==> src/rtl/spi_target_pkg.sv <==
// spi_target_pkg: shared state type, SPI mode decode and default idle word
package spi_target_pkg;
  typedef enum logic {IDLE, ACTIVE} state_t;
  localparam logic [7:0] IDLE_PATTERN_DEFAULT = 8'hFF;
  function automatic logic cpol(input int mode);
    return mode[1];
  endfunction
  function automatic logic cpha(input int mode);
    return mode[0];
  endfunction
endpackage

==> src/rtl/spi_target_sync.sv <==
// spi_target_sync: 3-bit multi-stage synchroniser with per-bit reset values
module spi_target_sync #(
  parameter int STAGES = 2,
  parameter logic [2:0] RST_VAL = 3'b000
) (
  input  logic       clk,
  input  logic       rst,
  input  logic [2:0] d,
  output logic [2:0] q
);
  logic [2:0] stage [STAGES];
  // shift the raw inputs through STAGES flops
  always_ff @(posedge clk or posedge rst)
    if (rst) begin
      for (int i = 0; i < STAGES; i++) stage[i] <= RST_VAL;
    end else begin
      stage[0] <= d;
      for (int i = 1; i < STAGES; i++) stage[i] <= stage[i-1];
    end
  assign q = stage[STAGES-1];
endmodule

==> src/rtl/spi_target.sv <==
// spi_target: oversampled SPI target with valid/ready byte interface; SPI_TARGET_ECHO_EN echoes last rx on underrun
module spi_target
  import spi_target_pkg::*;
#(
  parameter int FRAME_SIZE = 8,
  parameter int MOT_MODE = 3,
  parameter int SYNC_STAGES = 2,
  parameter logic [31:0] IDLE_PATTERN = 32'(IDLE_PATTERN_DEFAULT)
) (
  input  logic                  PCLK,
  input  logic                  PRESET,
  input  logic                  SPICLKI,
  input  logic                  SPISSI,
  input  logic                  SPISDI,
  output logic                  SPISDO,
  output logic                  SPIOEN,
  input  logic [FRAME_SIZE-1:0] tx_data,
  input  logic                  tx_valid,
  output logic                  tx_ready,
  output logic [FRAME_SIZE-1:0] rx_data,
  output logic                  rx_valid,
  output logic                  tx_underrun,
  output logic                  frame_abort,
  output logic                  busy
);
  localparam logic CPOL = cpol(MOT_MODE);
  localparam logic CPHA = cpha(MOT_MODE);
  localparam int CW = $clog2(FRAME_SIZE);
  localparam logic [CW-1:0] LAST = CW'(FRAME_SIZE - 1);
  state_t state;
  logic sclk_s, ss_s, sdi_s, sclk_q;
  logic [CW-1:0] bit_cnt;
  logic [FRAME_SIZE-1:0] tx_shift, hold, underrun_word, rx_next;
  logic [FRAME_SIZE-2:0] rx_shift;
  logic hold_full, loaded, need_load;
  logic rise, fall, sample_edge, shift_edge, start, load, shift, abort;
  spi_target_sync #(.STAGES(SYNC_STAGES), .RST_VAL({CPOL, 1'b1, 1'b0})) u_sync (
    .clk(PCLK),
    .rst(PRESET),
    .d({SPICLKI, SPISSI, SPISDI}),
    .q({sclk_s, ss_s, sdi_s})
  );
`ifdef SPI_TARGET_ECHO_EN
  assign underrun_word = rx_data;
`else
  assign underrun_word = IDLE_PATTERN[FRAME_SIZE-1:0];
`endif
  assign rise = sclk_s & ~sclk_q;
  assign fall = ~sclk_s & sclk_q;
  assign sample_edge = (state == ACTIVE) & ~ss_s & ((CPOL == CPHA) ? rise : fall);
  assign shift_edge = (state == ACTIVE) & ~ss_s & ((CPOL == CPHA) ? fall : rise);
  assign start = (state == IDLE) & ~ss_s;
  assign load = CPHA ? (shift_edge & (bit_cnt == '0)) : (start | (shift_edge & need_load));
  assign shift = shift_edge & ~load;
  assign abort = (bit_cnt != '0) | (~CPHA & loaded);
  assign rx_next = {rx_shift, sdi_s};
  assign tx_ready = ~hold_full;
  assign busy = state == ACTIVE;
  assign SPIOEN = state == ACTIVE;
  assign SPISDO = (state == ACTIVE) & tx_shift[FRAME_SIZE-1];
  // holding register: capture when empty, drained by a frame-start load
  always_ff @(posedge PCLK or posedge PRESET)
    if (PRESET) begin
      hold <= '0;
      hold_full <= 1'b0;
    end else if (tx_valid && tx_ready) begin
      hold <= tx_data;
      hold_full <= 1'b1;
    end else if (load) begin
      hold_full <= 1'b0;
    end
  // frame FSM: shift/sample on qualified SCLK edges, SS deassert always wins
  always_ff @(posedge PCLK or posedge PRESET)
    if (PRESET) begin
      state <= IDLE;
      sclk_q <= CPOL;
      bit_cnt <= '0;
      tx_shift <= '0;
      rx_shift <= '0;
      rx_data <= '0;
      rx_valid <= 1'b0;
      tx_underrun <= 1'b0;
      frame_abort <= 1'b0;
      loaded <= 1'b0;
      need_load <= 1'b0;
    end else begin
      sclk_q <= sclk_s;
      rx_valid <= 1'b0;
      frame_abort <= 1'b0;
      tx_underrun <= load & ~hold_full;
      if (load) begin
        tx_shift <= hold_full ? hold : underrun_word;
        loaded <= 1'b1;
        need_load <= 1'b0;
      end else if (shift) begin
        tx_shift <= tx_shift << 1;
      end
      if (start) begin
        state <= ACTIVE;
        bit_cnt <= '0;
      end else if (state == ACTIVE && ss_s) begin
        state <= IDLE;
        bit_cnt <= '0;
        frame_abort <= abort;
        loaded <= 1'b0;
        need_load <= 1'b0;
      end else if (sample_edge) begin
        rx_shift <= rx_next[FRAME_SIZE-2:0];
        bit_cnt <= (bit_cnt == LAST) ? '0 : bit_cnt + 1'b1;
        if (bit_cnt == LAST) begin
          rx_data <= rx_next;
          rx_valid <= 1'b1;
          loaded <= 1'b0;
          need_load <= 1'b1;
        end
      end
    end
endmodule

==> config.mk <==
export PLATFORM = sky130hd
export DESIGN_NAME = spi_target
export DESIGN_NICKNAME = d
export VERILOG_FILES = /design/src/rtl/spi_target_pkg.sv /design/src/rtl/spi_target_sync.sv /design/src/rtl/spi_target.sv
export SDC_FILE = /design/constraint.sdc
export NUM_CORES = 1
export LEC_CHECK = 0
export CORE_ASPECT_RATIO = 0.5
export CORE_MARGIN = 5
export CORE_UTILIZATION = 56
export DETAILED_ROUTE_END_ITERATION = 7
export GPL_TIMING_DRIVEN = 0
export PLACE_DENSITY = 0.8
export SYNTH_ARGS = -nofsm -noshare
export SYNTH_HDL_FRONTEND = slang
export SYNTH_SLANG_ARGS = --single-unit
==> constraint.sdc <==
create_clock -name PCLK -period 2.85 [get_ports PCLK]
set_clock_uncertainty 0.05 [all_clocks]
set_input_delay 0.285 -clock PCLK [delete_from_list [all_inputs] [get_ports PCLK]]
set_output_delay 0.285 -clock PCLK [all_outputs]
set_load 0.05 [all_outputs]
==> run metrics <==
DRT iter0 DRCs=21; Hold Path Class=input pin to asynchronous set/reset pin; Internal Power=1.34 mW; cell count after synthesis=140; CP max stage cell=clkdlybuf4s50_1; period utilization=approximately three quarters; cts-stage hold buffer count=0; Pre-antenna DRT Iters=4; CTS resizes=0; number of global-route vias before repair=1225; CP startpoint=hold_full$_DFFE_PP0P_; sequential area share after synthesis=between 60% and 70%; Critical Path RT=around 2.5 ns; Antenna Cells=0; core area=between 3000 and 4000 um^2; antenna violation net count after detailed routing=0; unique cell type count in the Yosys netlist=29; die area=between 4000 and 5000 um^2; layout cell share with drive strength beyond 1=26.0%; Worst R2R Path Depth=6; CTS sink cnt=46; dpl hpwl=2.24 mm; Synth Register Bits=46; CP Cell Sequence=clkbuf_2 > inv_1 > clkdlybuf4s50_1; power per cell area=between 800 and 900 nW/um^2; max_cap viols=0; Total GRT Usage=16.3%; post-synthesis async set-or-reset flop share=100%; Ports=29; CP Class=flop to output pin; Setup WS post-layout=0.765 ns; R2R setup slack=~1.1 ns; H-Tree Depth=2; WP depth=3; capturing point of the worst reg2reg path=rx_shift[2]$_DFFE_PP0P_; Tightest Pin Transition=0.520 ns; antenna violations before repair=0; deepest clock path buffer count=2; met2 routed WL=between 1.5 and 2 mm; Layout Cells excl Fill=approximately 220; Ys Warns=0; synthesized area per cell=between 10 and 15 um^2; setup TNS=0 ns; Clk Latency, worst-skew pair=around 0.3 ns; Via density=between 5 and 6; Synth area leader=dfrtp_1; dpl cells=209; largest net degree at the start of global routing=25; DR vias=1140; met3 wire length=155 um; Post-synth EDFFs=0; row cnt=14; WL met1=between 1.5 and 2 mm; crit path DAT=approximately 1.8 ns; Final min period=~2.1 ns; postcts setup bufs=0; top-area cell type share of the netlist area=between 50% and 60%; grt total ovfl=0; largest cells by area after synthesis=dfrtp_1 54%, mux2_2 14%, dfstp_2 6.9%; Gate power share=approximately 28%; CP peak stage delay=0.80 ns; Seq pwr share=a little under half; Critical Path Fanout Max=10; Syn-to-layout area delta=24.8%; fmax=roughly 480 MHz; VDD IR max=0.429 mV; status=finished clean; PortBufs=28; CP delay by family, top=buffers and inverters; switching power=~600 uW; DRC Markers=0; Slew Limit Fails=0; main flop type after synthesis=dfrtp_1; Startpoint Class=flop; starting utilization of the core area=between 60% and 70%; crit path to=tx_ready; CTS tree=yes; Reg2Reg Launch Point=u_sync.q[1]$_DFF_PP1_; relative slew slack=between 60% and 70%; Worst Setup End Kind=output pin; most instantiated cells after synthesis=41 x dfrtp_1, 24 x mux2_2, 15 x o21ai_0; Final Hold Fails=0; Clk pwr share=approximately a quarter; clock-pin slew on the worst setup and hold paths=roughly 0.090 ns; Die Wd=92.4 um; Place WS=~1.1 ns; worst path buffer plus inverter count=3; P_leak=roughly 1.1 nW; first-pass GRT wire length=approximately 5.8 mm; total power=a little under 2 mW; highest layer used for signal routing=met4; final WL=3.28 mm; nets@finish=between 150 and 200; Synth Net Count=160; Avg WL per Cell=about 15 um; switching share of power=30.8%; Root Buffer Master=clkbuf_8; Setup Viol. Count Final=0; count leader, synth=dfrtp_1; Placer Congestion=roughly 0.75; Post-Syn Area=about 1900 um^2; RSZ-0062 raised after global routing=no; total CTS buffers=5; DIE HEIGHT=51.2 um
layout make-up:
class / instances / area, um^2
buffer: 6 / 37.5
clock buffer: 5 / 68.8
clock inverter: 3 / 43.8
fill: 202 / 748
inverter: 6 / 22.5
multi-input combinational: 82 / 682
sequential: 46 / 1160
tap: 40 / 50.0
timing repair buffer: 29 / 308
worst reg2reg max path, stage by stage, from the launching register on:
cell     delay, ns
dfstp_2       0.54
inv_1         0.05
ha_1          0.20
and3b_1       0.20
buf_6         0.13
nand2_2       0.16
mux2_2        0.36
placed cells by master (no fill, tap or decap), drive strengths merged:
master	instances
nor2	1
nand2b	1
inv	7
nor3	3
mux2	24
or4bb	6
nand3	1
dfrtp	41
clkbuf	8
dfstp	5
nand2	11
and3b	1
nand3b	2
or3	1
clkdlybuf4s50	28
buf	4
a21o	1
clkinv	1
mux2i	2
nor3b	1
nand4bb	1
o21ai	16
nor2b	2
ha	6
and2	1
bufinv	1
a211oi	1
worst min path at each step:
stage | to | depth (start not counted)
detailed placement | u_sync.q[2]$_DFF_PP1_ | 0
CTS | hold[6]$_DFFE_PP0P_ | 2
floorplan | u_sync.stage[4]$_DFF_PP1_ | 0
global route | u_sync.q[2]$_DFF_PP1_ | 0
finish | hold[6]$_DFFE_PP0P_ | 2
global placement | u_sync.q[0]$_DFF_PP0_ | 0
power by group through the flow:
stage / combinational [mW] / sequential [mW] / clock (mW)
after global placement: 0.533 / 0.911 / 0
final: 0.549 / 0.908 / 0.485
after global routing: 0.611 / 0.927 / 0.532
after detailed placement: 0.553 / 0.916 / 0
after floorplan: 0.393 / 0.911 / 0
after CTS: 0.555 / 0.908 / 0.498
metrics by stage:
step | hold WS (ns) | util [%] | area (um^2)
global placement | 0.286 | 71.5 | 2230
floorplan | 0.239 | - | 1900
global route | 0.313 | 76.0 | 2370
finish | 0.290 | 76.0 | 2370
detailed placement | 0.297 | 72.4 | 2260
CTS | 0.295 | 76.0 | 2370
registers in the layout (all words and copies together), names as in the netlist, 3 cells and up:
name,flops
hold,8
rx_data,8
tx_shift,8
rx_shift,7
bit_cnt,3
u_sync.q,3
u_sync.stage,3
cells by family after synthesis:
logic type                 Yosys count  share of synthesized area (%)
DFF                                 46                           60.9
AOI/OAI and AO/OA                   18                           5.01
muxes                               26                           15.3
adders and majority gates            6                           3.95
buffers and inverters               12                           3.16
and+or+nand+nor                     32                           11.7
routing by layer:
metal  vias up  global-route usage, %
li1        559                      -
met1       552                   20.5
met2        24                   26.9
met3         5                   5.28
met4         0                   5.91
met5         -                      0
Power figures use the tool's default switching activity.
